===== config.mk =====
export PLATFORM = sky130hd
export DESIGN_NAME = uart_tx_io_flat
export DESIGN_NICKNAME = d
export VERILOG_FILES = /design/src/rtl/uart_tx_io_if.sv /design/src/rtl/uart_tx_io.sv /design/src/flat_wrapper.sv
export SDC_FILE = /design/constraint.sdc
export NUM_CORES = 1
export LEC_CHECK = 0
export BUFFER_PORTS_ARGS = -buffer_cell sky130_fd_sc_hd__clkbuf_2
export CAP_MARGIN = 10
export CELL_PAD_IN_SITES_DETAIL_PLACEMENT = 1
export CELL_PAD_IN_SITES_GLOBAL_PLACEMENT = 2
export CORE_UTILIZATION = 47
export DETAILED_ROUTE_END_ITERATION = 10
export PLACE_DENSITY_LB_ADDON = 0.12
export SLEW_MARGIN = 20
export SYNTH_ARGS = -nofsm -noshare
export SYNTH_HDL_FRONTEND = slang
export SYNTH_SLANG_ARGS = --single-unit

===== constraint.sdc =====
create_clock -name clock -period 3.54 [get_ports clock]
set_input_delay 0.177 -clock clock [delete_from_list [all_inputs] [get_ports clock]]
set_output_delay 0.177 -clock clock [all_outputs]
set_load 0.005 [all_outputs]

===== src/rtl/uart_tx_io_if.sv =====
`default_nettype none
// ============================================================================
// Module   : uart_tx_io_if
// Purpose  : CPU-side write/status bundle for the memory-mapped UART transmitter.
// Revision : 1.0  initial release
// ============================================================================
interface uart_tx_io_if #(
    parameter int AW = 3
) ();
    logic          wr_en;
    logic [7:0]    wr_data;
    logic          clr_overflow;
    logic          fifo_full;
    logic          fifo_empty;
    logic [AW:0]   fifo_count;
    logic          busy;
    logic          overflow;

    // The CPU/MEM_IO side drives writes and reads status.
    modport master (
        output wr_en, wr_data, clr_overflow,
        input  fifo_full, fifo_empty, fifo_count, busy, overflow
    );

    modport slave (
        input  wr_en, wr_data, clr_overflow,
        output fifo_full, fifo_empty, fifo_count, busy, overflow
    );
endinterface
`default_nettype wire


===== src/rtl/uart_tx_io.sv =====
`default_nettype none
// ============================================================================
// Module   : uart_tx_io
// Purpose  : FIFO-buffered 8N1 UART transmitter with polled status and sticky overflow.
// Revision : 1.0  initial release
// ============================================================================
module uart_tx_io #(
    parameter int CLKS_PER_BIT = 781,
    parameter int FIFO_DEPTH   = 8,
    parameter int AW           = 3
) (
    input  wire logic     clock,
    input  wire logic     reset,
    uart_tx_io_if.slave   bus,
    output logic          tx,
    output logic          tx_done
);
    localparam int            c_baud_w    = $clog2(CLKS_PER_BIT);
    localparam logic [c_baud_w-1:0] c_last_tick = c_baud_w'(CLKS_PER_BIT - 1);
    localparam logic [AW:0]   c_depth     = (AW + 1)'(FIFO_DEPTH);

    typedef enum logic [1:0] {
        S_IDLE  = 2'd0,
        S_START = 2'd1,
        S_DATA  = 2'd2,
        S_STOP  = 2'd3
    } state_t;

    logic [7:0]          r_mem [FIFO_DEPTH];
    logic [AW-1:0]       r_wr_ptr;
    logic [AW-1:0]       r_rd_ptr;
    logic [AW:0]         r_count;
    logic                r_full;
    logic                r_empty;
    logic                r_overflow;

    state_t              r_state;
    logic [c_baud_w-1:0] r_baud;
    logic [2:0]          r_bit_idx;
    logic [7:0]          r_shift;
    logic                r_tx;
    logic                r_tx_done;

    logic                w_accept;
    logic                w_pop;
    logic                w_bit_end;
    logic [AW:0]         w_count_next;

    // Acceptance uses the registered full flag, so a same-cycle pop cannot rescue a write.
    assign w_accept  = bus.wr_en & ~r_full;
    assign w_pop     = (r_state == S_IDLE) & ~r_empty;
    assign w_bit_end = (r_baud == c_last_tick);

    always_comb begin
        w_count_next = r_count;
        case ({w_accept, w_pop})
            2'b10:   w_count_next = r_count + (AW + 1)'(1);
            2'b01:   w_count_next = r_count - (AW + 1)'(1);
            default: w_count_next = r_count;
        endcase
    end

    always_ff @(posedge clock) begin
        if (w_accept) begin
            r_mem[r_wr_ptr] <= bus.wr_data;
        end
    end

    always_ff @(posedge clock) begin
        if (reset) begin
            r_wr_ptr   <= '0;
            r_rd_ptr   <= '0;
            r_count    <= '0;
            r_full     <= 1'b0;
            r_empty    <= 1'b1;
            r_overflow <= 1'b0;
        end else begin
            if (w_accept) begin
                r_wr_ptr <= r_wr_ptr + AW'(1);
            end
            if (w_pop) begin
                r_rd_ptr <= r_rd_ptr + AW'(1);
            end
            r_count <= w_count_next;
            r_full  <= (w_count_next == c_depth);
            r_empty <= (w_count_next == '0);
            // A dropped write outranks a simultaneous clear.
            if (bus.wr_en & r_full) begin
                r_overflow <= 1'b1;
            end else if (bus.clr_overflow) begin
                r_overflow <= 1'b0;
            end
        end
    end

    // tx and tx_done are registered from the current state, so both trail the
    // FSM by one cycle; tx_done thus lines up with the final stop-bit cycle on tx.
    always_ff @(posedge clock) begin
        if (reset) begin
            r_state   <= S_IDLE;
            r_baud    <= '0;
            r_bit_idx <= '0;
            r_shift   <= '0;
            r_tx      <= 1'b1;
            r_tx_done <= 1'b0;
        end else begin
            r_tx_done <= 1'b0;
            case (r_state)
                S_START: r_tx <= 1'b0;
                S_DATA:  r_tx <= r_shift[0];
                default: r_tx <= 1'b1;
            endcase

            case (r_state)
                S_IDLE: begin
                    r_baud <= '0;
                    if (w_pop) begin
                        r_shift   <= r_mem[r_rd_ptr];
                        r_bit_idx <= '0;
                        r_state   <= S_START;
                    end
                end
                S_START: begin
                    if (w_bit_end) begin
                        r_baud    <= '0;
                        r_bit_idx <= '0;
                        r_state   <= S_DATA;
                    end else begin
                        r_baud <= r_baud + c_baud_w'(1);
                    end
                end
                S_DATA: begin
                    if (w_bit_end) begin
                        r_baud  <= '0;
                        r_shift <= {1'b0, r_shift[7:1]};
                        if (r_bit_idx == 3'd7) begin
                            r_state <= S_STOP;
                        end else begin
                            r_bit_idx <= r_bit_idx + 3'd1;
                        end
                    end else begin
                        r_baud <= r_baud + c_baud_w'(1);
                    end
                end
                S_STOP: begin
                    if (w_bit_end) begin
                        r_baud    <= '0;
                        r_tx_done <= 1'b1;
                        r_state   <= S_IDLE;
                    end else begin
                        r_baud <= r_baud + c_baud_w'(1);
                    end
                end
                default: begin
                    r_baud  <= '0;
                    r_state <= S_IDLE;
                end
            endcase
        end
    end

    assign tx             = r_tx;
    assign tx_done        = r_tx_done;
    assign bus.fifo_full  = r_full;
    assign bus.fifo_empty = r_empty;
    assign bus.fifo_count = r_count;
    assign bus.overflow   = r_overflow;
    assign bus.busy       = (r_state != S_IDLE) | ~r_empty;

endmodule
`default_nettype wire


===== src/flat_wrapper.sv =====
// flat-port wrapper written by rule: the top's interface ports become plain ports
module uart_tx_io_flat 
#(
    parameter int CLKS_PER_BIT = 781,
    parameter int FIFO_DEPTH   = 8,
    parameter int AW           = 3
)
  (clock, reset, tx, tx_done, bus_wr_en, bus_wr_data, bus_clr_overflow, bus_fifo_full, bus_fifo_empty, bus_fifo_count, bus_busy, bus_overflow);
  uart_tx_io_if #(.AW(AW)) bus_i ();
  input  wire logic clock;
  input  wire logic reset;
  output logic tx;
  output logic tx_done;
  input wire logic [$bits(bus_i.wr_en)-1:0] bus_wr_en;
  input wire logic [$bits(bus_i.wr_data)-1:0] bus_wr_data;
  input wire logic [$bits(bus_i.clr_overflow)-1:0] bus_clr_overflow;
  output wire logic [$bits(bus_i.fifo_full)-1:0] bus_fifo_full;
  output wire logic [$bits(bus_i.fifo_empty)-1:0] bus_fifo_empty;
  output wire logic [$bits(bus_i.fifo_count)-1:0] bus_fifo_count;
  output wire logic [$bits(bus_i.busy)-1:0] bus_busy;
  output wire logic [$bits(bus_i.overflow)-1:0] bus_overflow;
  assign bus_i.wr_en = bus_wr_en;
  assign bus_i.wr_data = bus_wr_data;
  assign bus_i.clr_overflow = bus_clr_overflow;
  assign bus_fifo_full = bus_i.fifo_full;
  assign bus_fifo_empty = bus_i.fifo_empty;
  assign bus_fifo_count = bus_i.fifo_count;
  assign bus_busy = bus_i.busy;
  assign bus_overflow = bus_i.overflow;
  uart_tx_io #(.CLKS_PER_BIT(CLKS_PER_BIT), .FIFO_DEPTH(FIFO_DEPTH), .AW(AW)) u_core (.clock(clock), .reset(reset), .bus(bus_i), .tx(tx), .tx_done(tx_done));
endmodule

==> impl_metrics.json <==
{
  "arrival_ps": 3060,
  "grt_pass1_vias": 2592,
  "path_cells": "inv_1 -> ha_1 -> nand2b_1 -> clkinv_1 -> ha_1 -> and4b_1 -> o21ai_0 -> a221oi_1 -> xnor2_1 -> nor4bb_1",
  "pwr-share-clk_pct": 22.4,
  "rr_worst_depth": 10,
  "synth_top_cell_area_share_pct": 43.5,
  "period_share_pct": 78.6,
  "hold_viol": 0,
  "gr-total-overflow": 0,
  "relSlewSlack_pct": 32.0,
  "seqPwrFrac_pct": 47.6,
  "hold_end": "u_core.bus.overflow",
  "clock_latency_ps": 370,
  "irDropWorstVdd_v": 0.000296,
  "yosysSeqAreaShare_pct": 62.1,
  "p_per_area_mw_per_mm2": 687,
  "insertedDiodeCount": 0,
  "dieArea_mm2": 0.00979,
  "timing.fmax_ghz": 0.359,
  "area_growth_pct": 9.15,
  "r2r-end": "u_core.bus.fifo_full",
  "nNetsFinal": 353,
  "worstSetupEndpointType": "flop",
  "met3_wirelength_um": 236,
  "cts_resized": 0,
  "rows": 35,
  "place_congestion": 0.667,
  "hpwl_um": 5650,
  "cts-root-buf": "clkbuf_8",
  "maxCapViolations": 0,
  "drtIter0Drc": 86,
  "fp.dieH_um": 99.0,
  "core_mm2": 0.00915,
  "vias": 2492,
  "avgSynthCellArea_um2": 14.6,
  "grt_max_degree": 31,
  "rrSetupSlack_ps": 760,
  "layout_common_cells": "edfxtp_1, dfxtp_1, nor2_1",
  "dr_wl_met2_um": 4230,
  "hold_depth": 3,
  "wl_um": 8430,
  "path_clk_slew_ps": 110,
  "die_w_um": 99.0,
  "path_max_fanout": 7,
  "min_from": "bus_wr_en",
  "dr.max_layer_used": "met4",
  "drv_slew": 0,
  "start_kind": "flop",
  "cts_tree": "done",
  "final_common_cell": "edfxtp_1",
  "critPathRequiredTime_ps": 3820,
  "antenna_found_initial": 0,
  "setup_violations": 0,
  "sw_frac_of_total_pct": 32.6,
  "violations": "DRC",
  "numCtsBuffers": 9,
  "yosysTopAreaCell": "edfxtp_1",
  "yosysWarnings": 0,
  "grt_pass1_wl_um": 13800,
  "wl_met1_um": 3880,
  "postCtsSetupRepairBufs": 0,
  "ios": 22,
  "ys_ff_latch": 105,
  "worstSetupPathType": "flop to flop",
  "cp-startpoint": "u_core.r_state[0]",
  "hold_buffers": 0,
  "finalCriticalPeriod_ps": 2780,
  "io_buffer_count": 21,
  "p_int_uw": 2230,
  "synth_cells": 302,
  "viasPerCell": 5.61,
  "r2r_start": "u_core.r_state[0]",
  "drive_above_1_share_pct": 18.9,
  "leakagePower_uw": 0.00172,
  "synth_area_leaders": "edfxtp_1, dfxtp_1, mux4_1",
  "skew_ps": 12.9,
  "final_util_pct": 52.7,
  "drc": 2,
  "worst_path_most_repeated_cell": "ha_1",
  "cpPeakStageDelay_ps": 410,
  "power_switching_uw": 1080,
  "syn-num-nets": 327,
  "ctsLongestPathBuffers": 2,
  "htreeDepth": 3,
  "cts_sinks": 105,
  "ant_nets": 0,
  "timing.setup.tns_ps": 0,
  "rsz0062_at_grt": "false",
  "synth_area_mm2": 0.00442,
  "globalRouteTotalUtil_pct": 18.8,
  "status": "complete, but fails checks",
  "worst_path_max_delay_cell": "dfxtp_1",
  "initial_utilization_pct": 48.3,
  "tightest_slew_ps": 1020,
  "worstHoldPathType": "primary input to flop",
  "synthDistinctLibCells": 43,
  "wl_per_cell_um": 19.0,
  "combPwrFrac_pct": 30.0,
  "drtPass1Iterations": 7
}
stage by stage:
stage | total power [µW] | cell area, µm² | worst slack [ps] | std cells | hold WS (ps)
3_3_place_gp | 2580 | 4620 | 877 | 428 | 423
5_1_grt | 3520 | 4820 | 450 | 444 | 30.2
4_1_cts | 3360 | 4820 | 711 | 444 | 23.0
2_1_floorplan | 2370 | 4420 | 1110 | 302 | 276
3_5_place_dp | 2610 | 4620 | 730 | 428 | 435
6_report | 3310 | 4820 | 758 | 444 | 36.1
cells by family after synthesis:
logic type | count (synthesis) | synth area share, %
mux | 37 | 14.4
simple gates | 85 | 9.88
xor+xnor | 15 | 2.97
compound gates | 26 | 4.11
fa+ha+maj | 13 | 3.68
buf+inv | 21 | 2.89
flops | 105 | 62.1
state kept, by name, summed over array words and instances, names as in the netlist, named ones only:
name,count
u_core.bus.fifo_count,4
u_core.bus.fifo_empty,1
u_core.bus.fifo_full,1
u_core.bus.overflow,1
u_core.r_baud,10
u_core.r_bit_idx,3
u_core.r_mem,64
u_core.r_rd_ptr,3
u_core.r_shift,8
u_core.r_state,2
u_core.r_wr_ptr,3
u_core.tx,1
u_core.tx_done,1
layout make-up:
class                      instances  area, µm²
fill                             880       4330
sequential                       105       2740
multi-input combinational        176       1550
timing repair buffer              28        158
tap                              111        139
clock buffer                       9        124
clock inverter                     7       81.3
inverter                           8       30.0
critical path: cells and delay by family (launching register included):
kind                     cells  cell delay [ps]
adder cells (fa/ha/maj)      2              560
AO/OA/AOI/OAI                2              440
AND/OR/NAND/NOR              3              760
flip-flops                   1              410
XOR/XNOR                     1              160
buffers and inverters        2              360
routing by layer:
layer  vias up  GRT usage (%)
met5         -              0
met4         0           5.51
met3         6           4.11
met2        38           32.1
met1      1264           24.2
li1       1184              -
worst max path at each step:
stage / depth (start not counted) / to
final: 10 / u_core.bus.fifo_full
after global routing: 10 / u_core.bus.fifo_full
after CTS: 10 / u_core.bus.fifo_full
after detailed placement: 10 / u_core.bus.fifo_full
after global placement: 10 / u_core.bus.fifo_empty
after floorplan: 10 / u_core.bus.fifo_empty
cells in the mapped netlist (all sizes together):
library cell   n
a211oi         1
a21boi         1
a21oi          8
a221oi         2
a22o           8
a31o           1
a31oi          2
and2           1
and3           2
and3b          1
and4           1
and4b          2
buf            7
clkbuf         6
clkinv         2
dfxtp         41
edfxtp        64
ha            13
inv            6
mux2          14
mux2i          7
mux4          16
nand2         14
nand2b        11
nand3          5
nand3b         2
nand4          2
nor2          27
nor2b          2
nor3           9
nor3b          3
nor4           1
nor4bb         1
o21ai          1
o22ai          2
or3b           1
xnor2          6
xor2           9
power by group through the flow:
stage	Sequential [µW]	Combinational [µW]	Clock, µW
2_1_floorplan	1560	814	0
3_3_place_gp	1600	985	0
3_5_place_dp	1610	1010	0
4_1_cts	1580	1010	765
5_1_grt	1600	1100	810
6_report	1580	995	742
Note: power is estimated with default switching activity, not from simulation.
